--- src/rtl/mem_pkg.sv ---
// Shared types and helpers for the memory-access stage: op codes, FSM states,
// bus request payload and op classification functions.
package mem_pkg;

   localparam int unsigned ADDR_W = 32;
   localparam int unsigned DATA_W = 32;
   localparam int unsigned REG_AW = 5;
   localparam int unsigned OP_W   = 4;
   localparam int unsigned STRB_W = DATA_W / 8;

   localparam logic [OP_W-1:0] OP_NONE  = 4'd0;
   localparam logic [OP_W-1:0] OP_LD_B  = 4'd1;
   localparam logic [OP_W-1:0] OP_LD_H  = 4'd2;
   localparam logic [OP_W-1:0] OP_LD_W  = 4'd3;
   localparam logic [OP_W-1:0] OP_LD_BU = 4'd4;
   localparam logic [OP_W-1:0] OP_LD_HU = 4'd5;
   localparam logic [OP_W-1:0] OP_ST_B  = 4'd6;
   localparam logic [OP_W-1:0] OP_ST_H  = 4'd7;
   localparam logic [OP_W-1:0] OP_ST_W  = 4'd8;

   typedef enum logic [1:0] {S_IDLE, S_ADDR, S_DATA, S_HOLD} mem_state_e;
   typedef enum logic [1:0] {SZ_B, SZ_H, SZ_W} mem_size_e;

   typedef struct packed {
      logic              we;
      logic [ADDR_W-1:0] addr;
      logic [STRB_W-1:0] wstrb;
      logic [DATA_W-1:0] wdata;
   } bus_req_t;

   function automatic logic is_load(input logic [OP_W-1:0] op);
      return op inside {OP_LD_B, OP_LD_H, OP_LD_W, OP_LD_BU, OP_LD_HU};
   endfunction

   function automatic logic is_store(input logic [OP_W-1:0] op);
      return op inside {OP_ST_B, OP_ST_H, OP_ST_W};
   endfunction

   function automatic mem_size_e access_size(input logic [OP_W-1:0] op);
      case (op)
         OP_LD_B, OP_LD_BU, OP_ST_B: return SZ_B;
         OP_LD_H, OP_LD_HU, OP_ST_H: return SZ_H;
         default:                    return SZ_W;
      endcase
   endfunction

   function automatic logic is_misaligned(input logic [OP_W-1:0] op, input logic [1:0] off);
      case (access_size(op))
         SZ_H:    return off[0];
         SZ_W:    return off != 2'b00;
         default: return 1'b0;
      endcase
   endfunction

endpackage

--- src/rtl/mem_load_align.sv ---
// Selects the addressed byte/half lane of a read word and sign/zero-extends it.
module mem_load_align
   import mem_pkg::*;
(
   input  logic [OP_W-1:0]   op_i,
   input  logic [1:0]        off_i,
   input  logic [DATA_W-1:0] rdata_i,
   output logic [DATA_W-1:0] ld_data_c_o
);

   logic [7:0]  byte_c;
   logic [15:0] half_c;

   always_comb begin
      byte_c = rdata_i[7:0];
      case (off_i)
         2'd1:    byte_c = rdata_i[15:8];
         2'd2:    byte_c = rdata_i[23:16];
         2'd3:    byte_c = rdata_i[31:24];
         default: byte_c = rdata_i[7:0];
      endcase
      half_c = off_i[1] ? rdata_i[31:16] : rdata_i[15:0];

      ld_data_c_o = rdata_i;
      case (op_i)
         OP_LD_B:  ld_data_c_o = {{24{byte_c[7]}}, byte_c};
         OP_LD_BU: ld_data_c_o = {24'h0, byte_c};
         OP_LD_H:  ld_data_c_o = {{16{half_c[15]}}, half_c};
         OP_LD_HU: ld_data_c_o = {16'h0, half_c};
         default:  ld_data_c_o = rdata_i;
      endcase
   end

endmodule

--- src/rtl/mem_stage.sv ---
// Memory-access stage: runs loads/stores over a req/addr_ok + data_ok bus and
// hands results to writeback through a single-entry output register.
module mem_stage
   import mem_pkg::*;
(
   input  logic              clk,
   input  logic              rst,
   input  logic              flush_i,
   input  logic              in_valid_i,
   output logic              in_ready_o,
   input  logic [OP_W-1:0]   mem_op_i,
   input  logic [ADDR_W-1:0] mem_addr_i,
   input  logic [DATA_W-1:0] st_data_i,
   input  logic [REG_AW-1:0] wd_i,
   input  logic              wreg_i,
   input  logic [DATA_W-1:0] wdata_i,
   input  logic [ADDR_W-1:0] inst_pc_i,
   output logic              out_valid_o,
   input  logic              out_ready_i,
   output logic [REG_AW-1:0] wd_o,
   output logic              wreg_o,
   output logic [DATA_W-1:0] wdata_o,
   output logic [ADDR_W-1:0] inst_pc_o,
   output logic              ale_o,
   output logic [ADDR_W-1:0] bad_addr_o,
   output logic              data_req_o,
   output logic              data_we_o,
   output logic [ADDR_W-1:0] data_addr_o,
   output logic [STRB_W-1:0] data_wstrb_o,
   output logic [DATA_W-1:0] data_wdata_o,
   input  logic              data_addr_ok_i,
   input  logic [DATA_W-1:0] data_rdata_i,
   input  logic              data_data_ok_i
);

   mem_state_e        state_q;
   logic              kill_q;
   logic [OP_W-1:0]   op_q;
   logic [1:0]        off_q;
   logic              req_q;
   bus_req_t          bus_q;
   bus_req_t          bus_d;
   logic [REG_AW-1:0] wd_q;
   logic              wreg_q;
   logic [DATA_W-1:0] wdata_q;
   logic [ADDR_W-1:0] pc_q;
   logic              ale_q;
   logic [ADDR_W-1:0] bad_addr_q;
   logic              accept_c;
   logic              is_mem_c;
   logic              mis_c;
   logic [DATA_W-1:0] ld_data_c;

   assign in_ready_o = !flush_i && !kill_q &&
                       ((state_q == S_IDLE) || ((state_q == S_HOLD) && out_ready_i));
   assign accept_c   = in_valid_i && in_ready_o;

   // Classify the incoming op and build its bus request.
   always_comb begin
      bus_d      = '0;
      is_mem_c   = is_load(mem_op_i) || is_store(mem_op_i);
      mis_c      = is_mem_c && is_misaligned(mem_op_i, mem_addr_i[1:0]);
      bus_d.addr = {mem_addr_i[ADDR_W-1:2], 2'b00};
      if (is_store(mem_op_i)) begin
         bus_d.we = 1'b1;
         case (access_size(mem_op_i))
            SZ_B: begin
               bus_d.wstrb = STRB_W'(4'b0001 << mem_addr_i[1:0]);
               bus_d.wdata = {4{st_data_i[7:0]}};
            end
            SZ_H: begin
               bus_d.wstrb = STRB_W'(4'b0011 << mem_addr_i[1:0]);
               bus_d.wdata = {2{st_data_i[15:0]}};
            end
            default: begin
               bus_d.wstrb = '1;
               bus_d.wdata = st_data_i;
            end
         endcase
      end
   end

   mem_load_align u_load_align (
      .op_i        (op_q),
      .off_i       (off_q),
      .rdata_i     (data_rdata_i),
      .ld_data_c_o (ld_data_c)
   );

   always_ff @(posedge clk) begin
      if (rst) begin
         state_q    <= S_IDLE;
         kill_q     <= 1'b0;
         op_q       <= OP_NONE;
         off_q      <= 2'b00;
         req_q      <= 1'b0;
         bus_q      <= '0;
         wd_q       <= '0;
         wreg_q     <= 1'b0;
         wdata_q    <= '0;
         pc_q       <= '0;
         ale_q      <= 1'b0;
         bad_addr_q <= '0;
      end else begin
         case (state_q)
            S_IDLE: state_q <= S_IDLE;
            S_ADDR: begin
               if (flush_i) kill_q <= 1'b1;
               if (data_addr_ok_i) begin
                  req_q   <= 1'b0;
                  state_q <= S_DATA;
               end
            end
            // A killed transaction still drains its data phase before retiring.
            S_DATA: begin
               if (data_data_ok_i) begin
                  if (kill_q || flush_i) begin
                     kill_q  <= 1'b0;
                     state_q <= S_IDLE;
                  end else begin
                     if (is_load(op_q)) wdata_q <= ld_data_c;
                     else               wreg_q  <= 1'b0;
                     state_q <= S_HOLD;
                  end
               end else if (flush_i) begin
                  kill_q <= 1'b1;
               end
            end
            S_HOLD: if (flush_i || out_ready_i) state_q <= S_IDLE;
            default: state_q <= S_IDLE;
         endcase

         // Acceptance only happens from IDLE/HOLD and overrides their exit.
         if (accept_c) begin
            wd_q       <= wd_i;
            wreg_q     <= wreg_i;
            wdata_q    <= wdata_i;
            pc_q       <= inst_pc_i;
            op_q       <= mem_op_i;
            off_q      <= mem_addr_i[1:0];
            ale_q      <= 1'b0;
            bad_addr_q <= '0;
            if (mis_c) begin
               ale_q      <= 1'b1;
               wreg_q     <= 1'b0;
               bad_addr_q <= mem_addr_i;
               state_q    <= S_HOLD;
            end else if (is_mem_c) begin
               req_q   <= 1'b1;
               bus_q   <= bus_d;
               state_q <= S_ADDR;
            end else begin
               state_q <= S_HOLD;
            end
         end
      end
   end

   assign out_valid_o  = (state_q == S_HOLD) && !kill_q;
   assign wd_o         = wd_q;
   assign wreg_o       = wreg_q;
   assign wdata_o      = wdata_q;
   assign inst_pc_o    = pc_q;
   assign ale_o        = ale_q;
   assign bad_addr_o   = bad_addr_q;
   assign data_req_o   = req_q;
   assign data_we_o    = bus_q.we;
   assign data_addr_o  = bus_q.addr;
   assign data_wstrb_o = bus_q.wstrb;
   assign data_wdata_o = bus_q.wdata;

endmodule

--- config.mk ---
export PLATFORM = sky130hd
export DESIGN_NAME = mem_stage
export DESIGN_NICKNAME = d
export VERILOG_FILES = /design/src/rtl/mem_pkg.sv /design/src/rtl/mem_load_align.sv /design/src/rtl/mem_stage.sv
export SDC_FILE = /design/constraint.sdc
export NUM_CORES = 1
export LEC_CHECK = 0
export CORE_MARGIN = 1
export CORE_UTILIZATION = 42
export CTS_CLUSTER_SIZE = 20
export DETAILED_ROUTE_END_ITERATION = 10
export GPL_TIMING_DRIVEN = 0
export HOLD_SLACK_MARGIN = 0.02
export PLACE_DENSITY = 0.91
export SLEW_MARGIN = 20
export SYNTH_ARGS = -nofsm -noshare
export SYNTH_HDL_FRONTEND = slang
export SYNTH_SLANG_ARGS = --single-unit
--- constraint.sdc ---
create_clock -name clk -period 2.8 [get_ports clk]
set_clock_uncertainty 0.15 [all_clocks]
set_input_delay 0.42 -clock clk [delete_from_list [all_inputs] [get_ports clk]]
set_output_delay 0.42 -clock clk [all_outputs]
set_load 0.05 [all_outputs]
==> impl_results.md <==
* Slew Viols, Final at 0
* Multi-input logic area at 3800 µm²
* Crit path arrival time at 2850 ps
* IO Port Bufs at 347
* Tmin final at 2660 ps
* 1st-iter DRT viols at 607
* Critical path launch point type: input port
* Total wire length at 29,700 µm
* Tot Pwr at 6.55 mW
* Antenna viol nets, final at 0
* Worst R2R Setup Slack at 210 ps
* Initial antenna violation count at 0
* Core Region at 18,100 µm²
* Diodes inserted at 0
* Resized cells post-CTS at 2
* Placed Area at 11,600 µm²
* Period utilisation layout at 95.0%
* H-tree levels at 4
* First-pass GRT wire length at 45,900 µm
* VDD IR max at 0.419 mV
* Area leader, netlist: dfxtp_1
* Non-filler cells, final at 1,498
* Slew headroom at 35.1%
* Final worst slack at 140 ps
* Initial Util at 43.2%
* Status: finished with violations
* Grt met2 use at 54.9%
* Placed wire-length estimate at 22,700 µm
* # setup viols final at 0
* Crit path capture type: flip-flop
* Tot GR Track Use at 30.6%
* Die height at 138 µm
* Worst hold-check path type: flip-flop to flip-flop
* Nets at 1,437
* Worst skew pair latency at 420 ps
* Die Wd at 138 µm
* Final Wtd Congestion at 0.917
* DP Worst Slack at -651 ps
* Setup bufs post-CTS at 0
* Sequential Area at 3600 µm²
* Number of synthesis warnings at 0
* Worst endpoint required time at 2990 ps
* DP Cell Count at 1,466
* Seq cells post-synth at 180
* Fmax achieved at 376 MHz
* Async set or reset register ratio after synthesis at 0%
* Share of cells above drive strength 1 at 8.59%
* Synth top cells by count: nand2_1, dfxtp_1, a21oi_1
* CTS root buf: clkbuf_16
* Worst-margin pin slew at 967 ps
* Clock slew at reported path FFs at 70 ps
* Largest net degree at the start of global routing at 19
* Register area share after synthesis at 46.1%
* Cells after synthesis at 889
* Met1 usage at 33.6%
* Router iterations before antenna repair at 10
* Synthesized area at 7810 µm²
* GR Util met3 at 8.11%
* Synth unique cells at 60
* Number of flops mapped to enable cells by yosys at 0
* Clk sink count at 180
* Number of global-route vias before repair at 8,489
* Leakage at 4.59 nW
* Hold WS at 306 ps
* Crit Path Class: input port to flip-flop
* Die area at 19,200 µm²
* Grt ovf at 0
* CTS Buf Count at 17
* Final Hold Fails at 0
* Failing checks: design-rule violations
* Syn avg cell area at 8.79 µm²
* Final core occ at 67.4%
* Vias per cell at 5.65
* Setup TNS at 0 ps
* Routed via count at 8,468
* RSZ-0062 raised after global routing: no
* PD cells at 538 nW/µm²
* Fill cell count at 1,453
* Wire per inst at 19.8 µm
* Area delta synth->final at 56.0%
* IO Count at 352
* Area share of the largest cell type after synthesis at 46.1%
* Max Cap Viol at 0
* Most common cell in the netlist: nand2_1
* Post-route DRC at 51
* Main synth FF type: dfxtp_1
* Finished Cell Area at 12,200 µm²
* CTS Buffer Depth at 2
* Largest cells by area after synthesis: dfxtp_1, nand2_1, mux2i_1
* Hold-fix buffers, CTS at 0
* Most Crowded Layer GR: met2
* TritonCTS clock tree: yes
* Critical path fanouts, max at 10
* Row count at 49
-- layout by cell type (no fill, tap or decap), types with 10 or more instances in the layout --
cell / instances
a21oi_1: 61
clkbuf_16: 17
o21ai_0: 59
a21o_1: 10
o221ai_1: 23
mux2i_1: 33
clkdlybuf4s50_1: 346
nand2_1: 192
mux2_2: 26
dfxtp_1: 180
buf_2: 17
a32o_1: 26
inv_1: 17
clkbuf_1: 42
o32ai_1: 17
a221oi_1: 14
o22ai_1: 16
a22oi_1: 15
nand3_1: 35
-- worst max-delay path, cell delays in order --
cell and delay (ps):
clkdlybuf4s50_1 710, inv_2 380, clkbuf_1 530, clkbuf_1 480, nand2_1 120, mux2i_1 190
-- layer usage --
layer	routed length (µm)	up-vias	part of all wire (%)
li1	-	3963	-
met1	11000	3979	37
met2	14800	445	50
met3	2700	81	9.1
met4	1230	0	4.1
met5	0	-	0
-- final timing paths --
path / end / depth (start not counted) / startpoint
worst min-delay path: wd_o[2] / 2 / wd_o[2]
worst max-delay path: data_addr_o[26] / 6 / rst
worst max register to register: wdata_o[29] / 9 / state_q[0]
worst min register to register: wd_o[2] / 2 / wd_o[2]
-- where the power goes --
group / switching (mW) / internal (mW)
registers: 0.0636 / 2.66
logic: 0.881 / 0.588
clock network: 1.15 / 1.21
-- state kept, by name, summed over array words and instances, names as in the netlist --
register	cells
wdata_o	32
data_we_o	1
data_req_o	1
data_wstrb_o	4
wreg_o	1
kill_q	1
off_q	2
ale_o	1
data_wdata_o	32
state_q	2
op_q	4
bad_addr_o	32
wd_o	5
inst_pc_o	32
data_addr_o	30
-- area by class of cell --
class	count	share of cell area, %
clock buffers	18	3.60
well taps	229	2.35
inverters	19	0.585
repair buffers	347	28.5
clock inverters	14	1.10
flip-flops and latches	180	29.6
multi-input cells	612	31.2
plain buffers	79	3.07
-- logic make-up (layout without fill, tap and decap cells) --
logic type	count (synthesis)	after routing	share of synthesized area (%)
buffers and inverters	98	477	5.56
AND/OR/NAND/NOR	269	269	15.2
other	1	2	0.0480
AO/OA/AOI/OAI	274	274	24.1
XOR/XNOR	4	4	0.449
multiplexers	59	59	7.98
adder cells (fa/ha/maj)	4	4	0.641
flip-flops	180	180	46.1
Power figures use the tool's default switching activity.
